[src/rtl/answer_poller_pkg.sv]
// Shared types and constants for the answer poller and its content checker.
package answer_pkg;
    localparam int NUM_SLOTS = 20;
    localparam int SLOT_STEP = 10;
    localparam int ADDR_W    = 5;

    typedef enum logic [1:0] {
        ST_IDLE  = 2'd0,
        ST_POLL  = 2'd1,
        ST_DRAIN = 2'd2
    } state_t;
endpackage

[src/rtl/answer_poller_if.sv]
// Responder address/data bus plus the drained-byte valid/ready stream.
interface answer_poller_if;
    import answer_pkg::*;

    logic [ADDR_W-1:0] addr;
    logic [7:0]        data_in;
    logic [7:0]        out_data;
    logic              out_valid;
    logic              out_ready;
    logic              out_last;

    modport master (output addr, out_data, out_valid, out_last,
                    input  data_in, out_ready);
    modport slave  (input  addr, out_data, out_valid, out_last,
                    output data_in, out_ready);
endinterface

[src/rtl/answer_poller_checker.sv]
// Content checker for captured slot bytes; exists only when CONTENT_CHECK_EN is defined.
`ifdef CONTENT_CHECK_EN
module answer_checker
    import answer_pkg::*;
(
    input  logic              clk80MHz,
    input  logic              rst,
    input  logic              cap_vld,
    input  logic [ADDR_W-1:0] cap_idx,
    input  logic [7:0]        cap_data,
    output logic              err,
    output logic [7:0]        err_cnt
);
    logic       first;
    logic [7:0] prev0;
    logic [7:0] expect_b;
    logic       mis;

    // Slot 0 carries the responder's frame counter; it cannot be judged until one frame is seen.
    always_comb begin
        expect_b = 8'(int'(cap_idx) * SLOT_STEP);
        if (cap_idx == '0)
            expect_b = prev0 + 8'd1;
        mis = cap_vld && !(cap_idx == '0 && first) && (cap_data != expect_b);
    end

    always_ff @(posedge clk80MHz or negedge rst) begin
        if (!rst) begin
            first   <= 1'b1;
            prev0   <= 8'd0;
            err     <= 1'b0;
            err_cnt <= 8'd0;
        end else begin
            if (cap_vld && cap_idx == '0) begin
                first <= 1'b0;
                prev0 <= cap_data;
            end
            if (mis) begin
                err <= 1'b1;
                if (err_cnt != 8'hFF)
                    err_cnt <= err_cnt + 8'd1;
            end
        end
    end
endmodule
`endif

[src/rtl/answer_poller.sv]
// Polls NUM_SLOTS responder addresses per frame, buffers the answers and drains them as a stream.
// Optional byte content checking is enabled with CONTENT_CHECK_EN.
module answer_poller
    import answer_pkg::*;
#(
    parameter int                NUM_SLOTS = answer_pkg::NUM_SLOTS,
    parameter int                RD_LAT    = 2,
    parameter logic [ADDR_W-1:0] PARK_ADDR = '0
) (
    input  logic               clk80MHz,
    input  logic               rst,
    input  logic               start,
    answer_poller_if.master    bus,
    output logic               busy,
    output logic [15:0]        frame_cnt,
    output logic               err,
    output logic [7:0]         err_cnt
);
    localparam logic [ADDR_W-1:0] LAST = ADDR_W'(NUM_SLOTS - 1);

    state_t state, state_n;

    logic                          iss_on;
    logic [RD_LAT:1]               vld_pipe;
    logic [RD_LAT:1][ADDR_W-1:0]   tag_pipe;
    logic [7:0]                    buffer [NUM_SLOTS];
    logic [ADDR_W-1:0]             rptr;

    logic              cap_vld;
    logic [ADDR_W-1:0] cap_idx;
    logic              cap_last;
    logic              xfer;

    assign cap_vld  = vld_pipe[RD_LAT];
    assign cap_idx  = tag_pipe[RD_LAT];
    assign cap_last = cap_vld && (cap_idx == LAST);

    always_ff @(posedge clk80MHz or negedge rst) begin
        if (!rst) state <= ST_IDLE;
        else      state <= state_n;
    end

    always_comb begin
        state_n = state;
        xfer    = 1'b0;
        case (state)
            ST_IDLE:  if (start) state_n = ST_POLL;
            ST_POLL:  if (cap_last) state_n = ST_DRAIN;
            ST_DRAIN: begin
                xfer = bus.out_valid && bus.out_ready;
                if (xfer && rptr == LAST) state_n = ST_IDLE;
            end
            default:  state_n = ST_IDLE;
        endcase
    end

    // The last address is held for a single cycle: the responder bumps its counter per sample.
    always_ff @(posedge clk80MHz or negedge rst) begin
        if (!rst) begin
            bus.addr      <= PARK_ADDR;
            iss_on        <= 1'b0;
            vld_pipe      <= '0;
            tag_pipe      <= '0;
            bus.out_valid <= 1'b0;
            bus.out_last  <= 1'b0;
            bus.out_data  <= 8'd0;
            rptr          <= '0;
            busy          <= 1'b0;
            frame_cnt     <= 16'd0;
        end else begin
            busy <= (state_n != ST_IDLE);

            if (state == ST_IDLE && start) begin
                iss_on   <= 1'b1;
                bus.addr <= '0;
            end else if (iss_on && bus.addr == LAST) begin
                iss_on   <= 1'b0;
                bus.addr <= PARK_ADDR;
            end else if (iss_on) begin
                bus.addr <= bus.addr + 1'b1;
            end

            vld_pipe[1] <= iss_on;
            tag_pipe[1] <= bus.addr;
            for (int j = 2; j <= RD_LAT; j++) begin
                vld_pipe[j] <= vld_pipe[j-1];
                tag_pipe[j] <= tag_pipe[j-1];
            end

            if (state == ST_POLL && cap_last) begin
                bus.out_valid <= 1'b1;
                bus.out_data  <= (NUM_SLOTS == 1) ? bus.data_in : buffer[0];
                bus.out_last  <= (NUM_SLOTS == 1);
                rptr          <= '0;
            end else if (xfer) begin
                if (rptr == LAST) begin
                    bus.out_valid <= 1'b0;
                    bus.out_last  <= 1'b0;
                    frame_cnt     <= frame_cnt + 16'd1;
                end else begin
                    rptr          <= rptr + 1'b1;
                    bus.out_data  <= buffer[rptr + 1'b1];
                    bus.out_last  <= ((rptr + 1'b1) == LAST);
                end
            end
        end
    end

    always_ff @(posedge clk80MHz) begin
        if (cap_vld) buffer[cap_idx] <= bus.data_in;
    end

`ifdef CONTENT_CHECK_EN
    answer_checker u_chk (
        .clk80MHz (clk80MHz),
        .rst      (rst),
        .cap_vld  (cap_vld),
        .cap_idx  (cap_idx),
        .cap_data (bus.data_in),
        .err      (err),
        .err_cnt  (err_cnt)
    );
`else
    assign err     = 1'b0;
    assign err_cnt = 8'd0;
`endif
endmodule
[src/flat_wrapper.sv]
// flat-port wrapper written by rule: the top's interface ports become plain ports
module answer_poller_flat import answer_pkg::*;
#(
    parameter int                NUM_SLOTS = answer_pkg::NUM_SLOTS,
    parameter int                RD_LAT    = 2,
    parameter logic [ADDR_W-1:0] PARK_ADDR = '0
)
  (clk80MHz, rst, start, busy, frame_cnt, err, err_cnt, bus_addr, bus_out_data, bus_out_valid, bus_out_last, bus_data_in, bus_out_ready);
  answer_poller_if bus_i ();
  input  logic clk80MHz;
  input  logic rst;
  input  logic start;
  output logic busy;
  output logic [15:0] frame_cnt;
  output logic err;
  output logic [7:0] err_cnt;
  output wire logic [$bits(bus_i.addr)-1:0] bus_addr;
  output wire logic [$bits(bus_i.out_data)-1:0] bus_out_data;
  output wire logic [$bits(bus_i.out_valid)-1:0] bus_out_valid;
  output wire logic [$bits(bus_i.out_last)-1:0] bus_out_last;
  input wire logic [$bits(bus_i.data_in)-1:0] bus_data_in;
  input wire logic [$bits(bus_i.out_ready)-1:0] bus_out_ready;
  assign bus_addr = bus_i.addr;
  assign bus_out_data = bus_i.out_data;
  assign bus_out_valid = bus_i.out_valid;
  assign bus_out_last = bus_i.out_last;
  assign bus_i.data_in = bus_data_in;
  assign bus_i.out_ready = bus_out_ready;
  answer_poller #(.NUM_SLOTS(NUM_SLOTS), .RD_LAT(RD_LAT), .PARK_ADDR(PARK_ADDR)) u_core (.clk80MHz(clk80MHz), .rst(rst), .start(start), .bus(bus_i), .busy(busy), .frame_cnt(frame_cnt), .err(err), .err_cnt(err_cnt));
endmodule
[config.mk]
export PLATFORM = sky130hd
export DESIGN_NAME = answer_poller_flat
export DESIGN_NICKNAME = d
export VERILOG_FILES = /design/src/rtl/answer_poller_pkg.sv /design/src/rtl/answer_poller_if.sv /design/src/rtl/answer_poller_checker.sv /design/src/rtl/answer_poller.sv /design/src/flat_wrapper.sv
export SDC_FILE = /design/constraint.sdc
export NUM_CORES = 1
export LEC_CHECK = 0
export BUFFER_PORTS_ARGS = -buffer_cell sky130_fd_sc_hd__buf_2
export CORE_UTILIZATION = 25
export CTS_BUF_LIST = sky130_fd_sc_hd__clkbuf_8
export DETAILED_ROUTE_END_ITERATION = 8
export PLACE_DENSITY = 0.45
export SYNTH_ARGS = -nofsm -noshare
export SYNTH_HDL_FRONTEND = slang
export SYNTH_SLANG_ARGS = --single-unit
[constraint.sdc]
create_clock -name clk80MHz -period 6.1 [get_ports clk80MHz]
set_input_delay 0.915 -clock clk80MHz [delete_from_list [all_inputs] [get_ports clk80MHz]]
set_output_delay 0.915 -clock clk80MHz [all_outputs]
set_load 0.1 [all_outputs]
==> impl_metrics.ini <==
[synthesis]
yosysUniqueCellTypes = 48
synth_seq_cells = 212
synthCells = 491
synth_top_area_cell = edfxtp_1
yosysWarnings = 0
synth_edf_count = 160
yosysTopAreaCellShare_pct = 56.2
synthTopCellsByArea = edfxtp_1, dfrtp_1, mux4_2
synthFlopType = edfxtp_1
synth.avg_cell_area_um2 = 17.4
netlist_area_mm2 = 0.00855
async_reset_ff_share_pct = 24.5
ys_seq_area_share_pct = 71.4

[placement]
io_buffers = 43
place_congestion = 0.776
dpl.hpwl_mm = 13.2
dpl_cell_area_mm2 = 0.00921

[clock_tree]
postCtsSetupBuffers = 0
cts_tree = built
clk_path_buf_depth = 3
cts_root_buf = clkbuf_8
hold_buffers = 0
cts.sinks = 212
cts_max_level = 2
cts_buffers = 36
cts.clk_slew.worst_paths_ns = 0.07
clk_latency_ns = 0.52
cts.repair.resized = 0

[power]
leakage_nw = 3.49
pwr-share-seq_pct = 45.9
netSwitchingPower_mw = 1.29
power_frac_comb_pct = 23.2
power.total_mw = 3.99
swShare_pct = 32.4
pwr_density_cell_mw_per_mm2 = 403
p_int_mw = 2.70
ir_drop_v = 0.000165
p_clk_share_pct = 30.9

[global_routing]
grt_start_max_net_pins = 53
grt_pass1_wl_mm = 31.4
antenna_found_initial = 0
grt_use_total_pct = 12.0
grt_pass1_vias = 4949
grt.overflow.total = 0

[detailed_routing]
drt_pre_antenna_iters = 5
antenna_left = 0
dr.first_iter.drc_count = 363
wl_per_cell_um = 20.0
drc = 0
dr_total_vias = 4603
wirelength_mm = 20.6
via_per_inst = 4.46

[critical_path]
r2r_end = u_core.bus.out_data[0]$_DFFE_PN0P_
reg2reg_setup_slack_ns = 2.63
ff2ff_path_depth = 8
timing.rr.start = u_core.rptr[0]$_DFFE_PN0P_
critical_path.max_fanout = 47
critPathCaptureType = flip-flop
cp-start-kind = flip-flop
path_class = flip-flop to flip-flop
arrival_ns = 3.85
required_ns = 6.48

[die]
die_x_um = 187
die_h_um = 187
core_area_mm2 = 0.0336
dieArea_mm2 = 0.0349
start_util_pct = 25.4
ioPinCount = 53
num_rows = 67

[job]
maxCapViolCount = 0

[sta]
skew_ns = 0.0223
finalCritPeriodShare_pct = 56.8
final_hold_viol_count = 0
fmax_ghz = 0.289
tightestPinTransition_ns = 1.08
setup_viol = 0
slew_viol_final = 0
min_period_ns = 3.47
setup_tns_ns = 0
relSlewSlack_pct = 27.8
rsz0062_at_grt = false

[layout]
syn2layout_area_growth_pct = 15.9
n_antenna_cell = 0
fin_nets = 573
drive_gt1_share_pct = 26.9
fillers = 3320
layout.core_utilization_pct = 29.5
stdcell_area_mm2 = 0.00991

[hold_path]
hold_start = u_core.vld_pipe[1]$_DFF_PN0_
hp-class = flip-flop to flip-flop
min_to = u_core.vld_pipe[2]$_DFF_PN0_
hold-path-cell-count = 0

[outcome]
status = completed
synth_stat cells, types with 2 or more instances:
cell	count
nor3_1	3
xor2_2	2
nor2b_1	2
nand4_1	4
or3b_2	3
buf_1	2
nor2_1	30
buf_6	3
nand3_1	22
dfrtp_1	52
a31oi_1	8
clkbuf_1	6
xnor2_1	6
nand2_1	9
nor4_1	16
edfxtp_1	160
o21ai_1	6
xor2_1	14
nor3b_1	2
buf_2	4
buf_4	13
nand3b_1	4
o21ai_0	5
and2_1	3
o22ai_1	8
mux2_2	9
inv_1	14
mux4_2	40
o211ai_1	16
ha_1	4
or3_1	2
nand2b_1	3
critical path: stages (launching register included):
cell and delay, ns:
dfrtp_2 0.34, buf_4 0.68, inv_1 0.11, ha_1 0.93
buf_4 0.36, mux4_2 0.32, mux2_2 0.27, o22ai_1 0.19
o211ai_1 0.11
cell families (layout without fill, tap and decap cells):
logic type | count (synthesis) | in the layout | synth area share [%]
multiplexers | 50 | 50 | 11.8
other | 1 | 9 | 0.0439
AND/OR/NAND/NOR | 111 | 111 | 7.10
XOR/XNOR | 22 | 22 | 2.43
adder cells (fa/ha/maj) | 4 | 4 | 0.585
flip-flops | 212 | 212 | 71.4
AO/OA/AOI/OAI | 48 | 48 | 3.82
buffers and inverters | 43 | 127 | 2.78
cells in the final DEF, fill, tap and decap left out, types with 8 or more instances in the layout:
| master | instances |
|---|---|
| edfxtp_1 | 160 |
| clkbuf_8 | 39 |
| o211ai_1 | 16 |
| inv_1 | 24 |
| mux4_2 | 40 |
| mux2_2 | 9 |
| nor2_1 | 30 |
| nor4_1 | 16 |
| clkinv_1 | 8 |
| dfrtp_1 | 51 |
| nand3_1 | 22 |
| conb_1 | 9 |
| a31oi_1 | 8 |
| buf_2 | 43 |
| xor2_1 | 14 |
| nand2_1 | 9 |
| o22ai_1 | 8 |
registers in the layout, indices dropped and copies added (netlist names):
register	flops
u_core.bus.out_last	1
u_core.bus.addr	5
u_core.iss_on	1
u_core.frame_cnt	16
u_core.state	2
u_core.cap_idx	5
u_core.busy	1
u_core.bus.out_valid	1
u_core.vld_pipe	2
u_core.buffer	160
u_core.rptr	5
u_core.bus.out_data	8
u_core.tag_pipe	5
worst max path at each step:
stage                               start                                 end  depth (start not counted)
6_report       u_core.rptr[0]$_DFFE_PN0P_  u_core.bus.out_data[0]$_DFFE_PN0P_                          8
3_3_place_gp   u_core.rptr[0]$_DFFE_PN0P_  u_core.bus.out_data[0]$_DFFE_PN0P_                          8
5_1_grt        u_core.rptr[0]$_DFFE_PN0P_  u_core.bus.out_data[0]$_DFFE_PN0P_                          8
3_5_place_dp   u_core.rptr[0]$_DFFE_PN0P_  u_core.bus.out_data[0]$_DFFE_PN0P_                          8
2_1_floorplan  u_core.rptr[0]$_DFFE_PN0P_  u_core.bus.out_data[4]$_DFFE_PN0P_                         10
4_1_cts        u_core.rptr[0]$_DFFE_PN0P_  u_core.bus.out_data[0]$_DFFE_PN0P_                          8
per-stage QoR:
stage                     hold slack (ns)  worst slack (ns)  std cells
after floorplan                     0.331              3.43        499
after global routing                0.358              2.30       1031
after detailed placement            0.340              2.52        967
after CTS                           0.353              2.52       1031
final                               0.346              2.63       1031
after global placement              0.340              2.59        967
layout make-up:
| class | instances | area, um2 | area share [%] |
|---|---|---|---|
| repair buffers | 48 | 253 | 2.55 |
| clock inverters | 25 | 159 | 1.60 |
| inverters | 15 | 56.3 | 0.568 |
| well taps | 448 | 561 | 5.66 |
| clock buffers | 39 | 537 | 5.42 |
| flip-flops and latches | 212 | 6110 | 61.6 |
| multi-input cells | 244 | 2240 | 22.6 |
power by group through the flow:
| stage | combinational (mW) | sequential, mW | clock, mW |
|---|---|---|---|
| 2_1_floorplan | 0.496 | 2.06 | 0 |
| 3_3_place_gp | 0.931 | 1.86 | 0 |
| 3_5_place_dp | 0.942 | 1.86 | 0 |
| 4_1_cts | 0.942 | 1.84 | 1.27 |
| 5_1_grt | 0.987 | 1.85 | 1.33 |
| 6_report | 0.926 | 1.83 | 1.23 |
routing by layer:
| metal | global-route usage [%] | up-vias | part of all wire, % |
|---|---|---|---|
| met5 | 0 | - | 0 |
| met4 | 4.85 | 0 | 2.8 |
| met3 | 2.29 | 35 | 4.5 |
| met2 | 20.6 | 140 | 50 |
| met1 | 14.9 | 2377 | 42 |
| li1 | - | 2051 | - |
Power figures use the tool's default switching activity.
